### src/rtl/core_register_bank.sv
// core_register_bank: Cortex-M0 core register file (R0-R12, MSP, LR, PC,
// APSR, IPSR, PRIMASK) driven by control-unit write strobes.
// Ports:
//   clk, rst                  - clock, synchronous active-high reset
//   ld_sp/ld_lr/ld_pc/ld_rd   - word write strobes (data on wr_data, rd_addr for ld_rd)
//   ld_apsr/ld_ipsr/ld_primask- PSR / mask write strobes (nzcv_in, ipsr_in, primask_in)
//   inc_pc                    - Thumb sequential PC advance (+2)
//   ra_addr/rb_addr -> ra_data/rb_data : combinational operand read ports
//   sp_out/lr_out/pc_out/apsr_out/ipsr_out/primask_out : special register views
//   wr_conflict               - registered pulse for a resolved same-register write collision
module core_register_bank #(
    parameter logic [31:0] RESET_SP = 32'h2000_1000,
    parameter logic [31:0] RESET_PC = 32'h0000_0000
) (
    input  logic        clk,
    input  logic        rst,
    input  logic        ld_sp,
    input  logic        ld_lr,
    input  logic        ld_pc,
    input  logic        ld_rd,
    input  logic        ld_apsr,
    input  logic        ld_ipsr,
    input  logic        ld_primask,
    input  logic        inc_pc,
    input  logic [3:0]  rd_addr,
    input  logic [31:0] wr_data,
    input  logic [3:0]  nzcv_in,
    input  logic [5:0]  ipsr_in,
    input  logic        primask_in,
    input  logic [3:0]  ra_addr,
    input  logic [3:0]  rb_addr,
    output logic [31:0] ra_data,
    output logic [31:0] rb_data,
    output logic [31:0] sp_out,
    output logic [31:0] lr_out,
    output logic [31:0] pc_out,
    output logic [31:0] apsr_out,
    output logic [31:0] ipsr_out,
    output logic        primask_out,
    output logic        wr_conflict
);

    localparam int unsigned NUM_GPR  = 13;
    localparam int unsigned XLEN     = 32;
    localparam logic [3:0]  ADDR_SP  = 4'd13;
    localparam logic [3:0]  ADDR_LR  = 4'd14;
    localparam logic [3:0]  ADDR_PC  = 4'd15;
    localparam logic [XLEN-1:0] SP_MASK   = 32'hFFFF_FFFC;
    localparam logic [XLEN-1:0] PC_MASK   = 32'hFFFF_FFFE;
    localparam logic [XLEN-1:0] SP_RESET  = RESET_SP & SP_MASK;
    localparam logic [XLEN-1:0] PC_RESET  = RESET_PC & PC_MASK;
    localparam logic [XLEN-1:0] LR_RESET  = 32'hFFFF_FFFF;

    logic [XLEN-1:0] gpr_q [NUM_GPR];
    logic [XLEN-1:0] gpr_d [NUM_GPR];
    logic [XLEN-1:0] sp_q, sp_d;
    logic [XLEN-1:0] lr_q, lr_d;
    logic [XLEN-1:0] pc_q, pc_d;
    logic [3:0]      nzcv_q, nzcv_d;
    logic [5:0]      ipsr_q, ipsr_d;
    logic            primask_q, primask_d;
    logic            wr_conflict_q, wr_conflict_d;

    logic rd_hits_sp, rd_hits_lr, rd_hits_pc;

    // Decode of ld_rd onto the special-register slots of the address map
    assign rd_hits_sp = ld_rd && (rd_addr == ADDR_SP);
    assign rd_hits_lr = ld_rd && (rd_addr == ADDR_LR);
    assign rd_hits_pc = ld_rd && (rd_addr == ADDR_PC);

    // Next-state: all independent strobes commit together; colliding
    // writers carry identical data so only the conflict flag differs
    always_comb begin
        for (int i = 0; i < NUM_GPR; i++) begin
            gpr_d[i] = gpr_q[i];
        end
        sp_d          = sp_q;
        lr_d          = lr_q;
        pc_d          = pc_q;
        nzcv_d        = nzcv_q;
        ipsr_d        = ipsr_q;
        primask_d     = primask_q;
        wr_conflict_d = 1'b0;

        for (int i = 0; i < NUM_GPR; i++) begin
            if (ld_rd && (rd_addr == 4'(i))) begin
                gpr_d[i] = wr_data;
            end
        end

        if (ld_sp || rd_hits_sp) begin
            sp_d = wr_data & SP_MASK;
        end
        if (ld_lr || rd_hits_lr) begin
            lr_d = wr_data;
        end
        // Explicit PC write overrides sequential advance
        if (ld_pc || rd_hits_pc) begin
            pc_d = wr_data & PC_MASK;
        end else if (inc_pc) begin
            pc_d = pc_q + 32'd2;
        end

        if (ld_apsr) begin
            nzcv_d = nzcv_in;
        end
        if (ld_ipsr) begin
            ipsr_d = ipsr_in;
        end
        if (ld_primask) begin
            primask_d = primask_in;
        end

        wr_conflict_d = (ld_sp && rd_hits_sp) || (ld_lr && rd_hits_lr) ||
                        (ld_pc && rd_hits_pc);
    end

    // State register with synchronous reset overriding every strobe
    always_ff @(posedge clk) begin
        if (rst) begin
            for (int i = 0; i < NUM_GPR; i++) begin
                gpr_q[i] <= '0;
            end
            sp_q          <= SP_RESET;
            lr_q          <= LR_RESET;
            pc_q          <= PC_RESET;
            nzcv_q        <= '0;
            ipsr_q        <= '0;
            primask_q     <= 1'b0;
            wr_conflict_q <= 1'b0;
        end else begin
            for (int i = 0; i < NUM_GPR; i++) begin
                gpr_q[i] <= gpr_d[i];
            end
            sp_q          <= sp_d;
            lr_q          <= lr_d;
            pc_q          <= pc_d;
            nzcv_q        <= nzcv_d;
            ipsr_q        <= ipsr_d;
            primask_q     <= primask_d;
            wr_conflict_q <= wr_conflict_d;
        end
    end

    // Read port mux; PC reads as PC + 4 (Thumb pipeline view)
    function automatic logic [XLEN-1:0] read_reg(input logic [3:0] addr);
        logic [XLEN-1:0] val;
        val = '0;
        case (addr)
            ADDR_SP: val = sp_q;
            ADDR_LR: val = lr_q;
            ADDR_PC: val = pc_q + 32'd4;
            default: begin
                for (int i = 0; i < NUM_GPR; i++) begin
                    if (addr == 4'(i)) begin
                        val = gpr_q[i];
                    end
                end
            end
        endcase
        return val;
    endfunction

    assign ra_data     = read_reg(ra_addr);
    assign rb_data     = read_reg(rb_addr);
    assign sp_out      = sp_q;
    assign lr_out      = lr_q;
    assign pc_out      = pc_q;
    assign apsr_out    = {nzcv_q, 28'd0};
    assign ipsr_out    = {26'd0, ipsr_q};
    assign primask_out = primask_q;
    assign wr_conflict = wr_conflict_q;

endmodule

### config.mk
export PLATFORM = sky130hd
export DESIGN_NAME = core_register_bank
export DESIGN_NICKNAME = d
export VERILOG_FILES = /design/src/rtl/core_register_bank.sv
export SDC_FILE = /design/constraint.sdc
export NUM_CORES = 1
export LEC_CHECK = 0
export ABC_AREA = 1
export CORE_ASPECT_RATIO = 1.1
export CORE_MARGIN = 4
export CORE_UTILIZATION = 45
export CTS_BUF_LIST = sky130_fd_sc_hd__clkbuf_16
export DETAILED_ROUTE_END_ITERATION = 6
export PLACE_DENSITY = 0.73
export SLEW_MARGIN = 0
export SYNTH_ARGS = -nofsm -noshare
export SYNTH_HDL_FRONTEND = slang
export SYNTH_SLANG_ARGS = --single-unit
### constraint.sdc
create_clock -name clk -period 5.3 [get_ports clk]
set_clock_uncertainty 0.2 [all_clocks]
set_input_delay 1.06 -clock clk [delete_from_list [all_inputs] [get_ports clk]]
set_output_delay 1.06 -clock clk [all_outputs]
set_load 0.01 [all_outputs]
==> flow_summary.yaml, run 1 <==
synth:
  ys_warn_count: 0
  yosysSeqAreaShare: 0.378
  netlist_instances: 4324
  synth_top_family_by_area: "simple AND/OR/NAND/NOR gates"
  synth-simple-area-share: 0.315
  ys_types: 40
  syn_area_mm2: 0.0276
  synth_compound_area_frac: 0.185
  async_flop_share: 0
  ys_ff_latch: 521
  synth-main-ff-cell: "dfxtp_1"
  syn_area_per_cell_um2: 6.37
  synth_fa_ha_area_frac: 0.000908
  synth.area.mux_share: 0
  synth-xor-area-share: 0.0130
  synth_edf_count: 0
worst_setup_path:
  worstPathCellList: "clkdlybuf4s50_1, inv_1, nor2_1, inv_1, nor2_2, inv_1, or2_2, nand2_1, nand3_1, clkdlybuf4s50_1"
  timing.rr.end: "pc_out[30]"
  critPathArrivalTime_ps: 3960
  endpoint: "rb_data[11]"
  start_kind: "primary input"
  r2r_start: "pc_out[2]"
  reg2reg_depth: 8
  worstSetupPathType: "in -> out"
  cp-end-kind: "output pin"
  crit_start: "rb_addr[3]"
  crit_top_cell: "inv_1"
  cp_max_fo: 25
  slowest_stage: "clkdlybuf4s50_1"
  critical_path.top_delay_family: "buffers and inverters"
  rrSetupSlack_ps: 2630
  crit_cells: 10
  critPathMaxStageDelay_ps: 580
  cp.required_ps: 4040
  path_buf_inv: 5
global_route:
  grt_max_degree: 183
  overflow: 0
  grt_pass1_vias: 26700
  grt_pass1_wl_mm: 164
  grt_use_total: 0.316
  antenna_found_initial: 0
clocking:
  cts_buffers: 54
  cts_setup_buffers: 0
  h-tree-depth: 2
  clock_latency_ps: 620
  hold_buffers: 0
  cts.repair.resized: 0
  cts_tree: "done"
  clock_sinks: 521
  clk_path_buf_depth: 3
  path_clk_slew_ps: 60
  clk_root_buffer_cell: "clkbuf_16"
run_status:
  outcome: "finished, violations left"
  violations: "DRC"
floorplan:
  initial_core_util: 0.458
  io_pins: 291
  die_w_um: 244
  core_mm2: 0.0602
  std_cell_rows: 94
  die_h_um: 268
  dieArea_mm2: 0.0653
timing:
  relSlewSlack: 0.193
  drv_slew: 0
  tightest_slew_ps: 1210
  setup_viol: 0
  min_period_over_period: 0.984
  fin_crit_ps: 5220
  fin_ws_ps: 82.3
  max_freq_mhz: 192
  rsz0062_at_grt: "true"
  hold_viol_final: 0
power_and_ir_drop:
  powerDensity_mw_per_mm2: 282
  leakage_nw: 12.7
  peakVddDrop_uv: 274
routing:
  routed_wirelength_mm: 109
  drt_iter0_markers: 4322
  drc: 5
  avgRoutedWirePerCell_um: 20.7
  viasPerCell: 5.73
  first_pass_iters: 7
  antenna_left: 0
  via_count: 30100
finish:
  design_area_mm2: 0.0321
  areaGrowthSynthToFinish_pct: 16.6
  layout-drive-gt1-share: 0.0572
  fin_nets: 4461
  fillers: 5956
  mostFrequentLayoutCell: "nand2_1"
  n_antenna_cell: 0
  mostFrequentLayoutCells: "nand2_1 (854), nor2_1 (656), dfxtp_1 (521), o21ai_0 (519), a21oi_1 (388)"
hold_path:
  hold_path_class: "reg -> reg"
  hold_depth: 2
placement:
  place.gp.congestion: 1.01
  dp_hpwl_mm: 74.4
  place_ws_ps: 198
  portBuffers: 233
  dpl-instance-area_mm2: 0.0305
flow_run:
  drv_cap: 0
==> flip-flops by register name (all words and copies together), names as in the netlist <==
name,count
wr_conflict,1
pc_out,31
nzcv_q,4
primask_out,1
sp_out,30
ipsr_q,6
lr_out,32
gpr_q,416
==> stage by stage <==
step	TNS, ps	hold slack, ps	total power [mW]	util	std cells
floorplan	0	237	4.83	-	4380
global placement	0	248	5.40	0.506	5154
detailed placement	0	254	5.40	0.506	5154
CTS	0	263	9.05	0.534	5253
global route	-4.65	278	9.32	0.534	5253
finish	0	262	9.07	0.534	5253
==> routing by layer <==
layer,routed length (µm),vias to the layer above,track usage
li1,-,14100,-
met1,45200,13800,0.440
met2,47500,1906,0.489
met3,11700,286,0.0570
met4,4640,0,0.121
met5,0,-,0
==> synthesized netlist by cell type, types with 2 or more instances <==
cell      instances  area [µm²]
o221ai_1          4        35.0
nor2_4            6        67.6
a31oi_1          20         125
buf_1             7        26.3
xnor2_1          11        96.3
ha_1              2        25.0
o211ai_1         16         120
buf_4            61         458
a21oi_1         389        1950
o21ai_0         519        2600
clkbuf_1        247         927
clkinv_1          4        15.0
a211oi_1          2        15.0
xor2_1           30         263
o22ai_1          12        75.1
nand3_1         322        1610
dfxtp_1         521       10400
buf_2            41         205
nand2_2           9        56.3
or2_0             2        12.5
nor2_2           14        87.6
inv_1           344        1290
nor2_1          690        2590
nor3_1            6        30.0
o31ai_1           3        22.5
nand4_1         135         845
a221oi_1         14         123
o21ai_1           4        20.0
or2_2            19         119
inv_2             7        26.3
nand2_1         854        3210
==> worst min-delay path by stage <==
| stage | from | end | slack (ps) |
|---|---|---|---|
| finish | gpr_q[1][145] | gpr_q[1][145] | 260 |
| floorplan | gpr_q[1][129] | gpr_q[1][129] | 240 |
| global route | gpr_q[0][16] | gpr_q[0][16] | 280 |
| CTS | gpr_q[1][150] | gpr_q[1][150] | 260 |
| detailed placement | gpr_q[1][150] | gpr_q[1][150] | 250 |
| global placement | gpr_q[0][11] | gpr_q[0][11] | 250 |
==> tightest hold or removal path: cells and delay by family, from the launching register on <==
family | cells | cell delay [ps]
AO/OA/AOI/OAI | 1 | 50
buffers and inverters | 1 | 50
flip-flops | 1 | 320
==> logic make-up after synthesis <==
kind of cell | after synthesis
DFF | 521
other | 1
and+or+nand+nor | 2061
xor gates and xnor gates | 41
AOI/OAI and AO/OA | 986
buffers and inverters | 712
adders and majority gates | 2
==> power breakdown <==
part | internal [mW] | switching, mW
clock | 2.02 | 1.69
sequential | 4.04 | 0.126
combinational | 0.421 | 0.772
==> layout make-up <==
type,count,area (µm²),share of cell area
multi-input cells,3147,14500,0.451
flip-flops and latches,521,10400,0.325
repair buffers,315,3190,0.0994
clock buffers,55,1380,0.0428
inverters,355,1340,0.0417
well taps,816,1020,0.0318
clock inverters,44,274,0.00853
Note: power is estimated with default switching activity, not from simulation.
==> run 2, diff against run 1 <==
--- a/config.mk
+++ b/config.mk
@@ -11,7 +11,7 @@
 export CORE_UTILIZATION = 45
 export CTS_BUF_LIST = sky130_fd_sc_hd__clkbuf_16
 export DETAILED_ROUTE_END_ITERATION = 6
-export PLACE_DENSITY = 0.73
+export PLACE_DENSITY = 0.75
 export SLEW_MARGIN = 0
 export SYNTH_ARGS = -nofsm -noshare
 export SYNTH_HDL_FRONTEND = slang
==> constraint.sdc (replaced) <==
create_clock -name clk -period 4.6 [get_ports clk]
set_clock_uncertainty 0.2 [all_clocks]
set_input_delay 0.92 -clock clk [delete_from_list [all_inputs] [get_ports clk]]
set_output_delay 0.92 -clock clk [all_outputs]
set_load 0.01 [all_outputs]
==> flow_summary.yaml, run 2 (synthesis gave the netlist of run 1 again) <==
run_status:
  outcome: "finished, final reports clean"
timing:
  hold_viol_final: 0
  drv_slew: 0
  setup_viol: 0
  tightest_slew_ps: 1050
  max_freq_mhz: 218
  relSlewSlack: 0.297
  fin_setup_tns_ps: 0
  min_period_over_period: 0.997
  fin_crit_ps: 4590
  timing.hold.ws_ps: 259
  rsz0062_at_grt: "false"
global_route:
  grt_pass1_vias: 26800
  overflow: 0
  grt_pass1_wl_mm: 159
  grt_use_total: 0.305
  grt_max_degree: 136
  antenna_found_initial: 1
finish:
  regMostFlops: "gpr_q"
  fillers: 5849
  areaGrowthSynthToFinish_pct: 19.2
  n_antenna_cell: 0
  mostFrequentLayoutCells: "nand2_1 (850), nor2_1 (654), o21ai_0 (519), dfxtp_1 (519), a21oi_1 (388)"
  fin_cells: 5304
  mostFrequentLayoutCell: "nand2_1"
  layout-drive-gt1-share: 0.0711
  fin_nets: 4513
  largest_reg_flops: 416
routing:
  avgRoutedWirePerCell_um: 19.7
  first_pass_iters: 7
  via_count: 30100
  viasPerCell: 5.67
  routed_wirelength_mm: 105
  drt_iter0_markers: 3944
  antenna_left: 0
  drc: 0
clocking:
  cts_tree: "done"
  clk_path_buf_depth: 3
  clock_latency_ps: 610
  clock_sinks: 521
  cts_buffers: 52
  clk_root_buffer_cell: "clkbuf_16"
  h-tree-depth: 2
  path_clk_slew_ps: 60
worst_setup_path:
  rrSetupSlack_ps: 2160
  cp_max_fo: 5
  cp-end-kind: "output pin"
  worstSetupPathType: "reg -> out"
  critPathArrivalTime_ps: 3470
  cp.required_ps: 3480
  start_kind: "register"
power_and_ir_drop:
  internal_power_mw: 7.76
  combPwrFrac: 0.131
  p_sw_frac: 0.275
  leakage_nw: 13.2
  peakVddDrop_uv: 309
  powerDensity_mw_per_mm2: 326
  p_clk_frac: 0.421
  switchingPower_mw: 2.95
  seqPwrFrac: 0.448
floorplan:
  die_w_um: 244
  dieArea_mm2: 0.0653
  initial_core_util: 0.458
  die_h_um: 268
  std_cell_rows: 94
  io_pins: 291
  core_mm2: 0.0602
placement:
  portBuffers: 233
  placed_cells: 5208
  dp_hpwl_mm: 74.6
  place.gp.congestion: 1.02
flow_run:
  drv_cap: 0
hold_path:
  hold_path_class: "reg -> reg"
-- run 2: cell type report --
| class | count | area (µm²) | area share |
|---|---|---|---|
| clock buffers | 53 | 1330 | 0.0404 |
| clock inverters | 43 | 419 | 0.0128 |
| inverters | 355 | 1340 | 0.0408 |
| multi-input cells | 3147 | 14500 | 0.443 |
| flip-flops and latches | 521 | 10400 | 0.317 |
| well taps | 816 | 1020 | 0.0311 |
| repair buffers | 369 | 3780 | 0.115 |
-- run 2: what timing repair did --
action,4_1_cts,5_1_grt
setup endpoints to repair,10,60
endpoints found under the hold margin,0,0
pin swaps,0,1
resized for setup,7,16
hold buffers,0,0
setup buffers,0,0
-- run 2: power groups by stage --
stage	registers (mW)	logic (mW)	clock network [mW]
global route	4.81	1.50	4.69
detailed placement	4.88	1.36	0
floorplan	4.88	0.687	0
finish	4.79	1.41	4.50
global placement	4.88	1.35	0
CTS	4.79	1.37	4.51
-- run 2: metal layers --
| layer | vias up | routed length (µm) | track usage |
|---|---|---|---|
| met2 | 1816 | 46000 | 0.475 |
| met1 | 13800 | 43000 | 0.420 |
| met5 | - | 0 | 0 |
| met4 | 0 | 5130 | 0.134 |
| met3 | 274 | 10600 | 0.0488 |
| li1 | 14200 | - | - |
-- run 2: final timing paths --
path                  from  cells after the start             to
max             pc_out[24]                     10    ra_data[29]
min          gpr_q[1][149]                      2  gpr_q[1][149]
max reg2reg      pc_out[3]                      9     pc_out[14]
min reg2reg  gpr_q[1][149]                      2  gpr_q[1][149]
-- run 2: metrics by stage --
| stage | cell area, µm² | power [mW] | util | setup slack, ps |
|---|---|---|---|---|
| after floorplan | 27800 | 5.56 | - | 1430 |
| after detailed placement | 31100 | 6.25 | 0.516 | -33.5 |
| after global placement | 31100 | 6.24 | 0.516 | -14.4 |
| after CTS | 32800 | 10.7 | 0.545 | 18.4 |
| final | 32900 | 10.7 | 0.546 | 13.4 |
| after global routing | 32900 | 11.0 | 0.546 | 10.7 |
-- run 2: critical path, stage by stage, from the launching register on --
cell,delay [ps]
dfxtp_1,440
nand2_1,250
nor3_1,450
nand2_1,240
nor2_1,230
nand3_1,150
nand3_1,110
nand2_1,60
nor2_1,130
nand4_1,230
clkdlybuf4s50_1,550
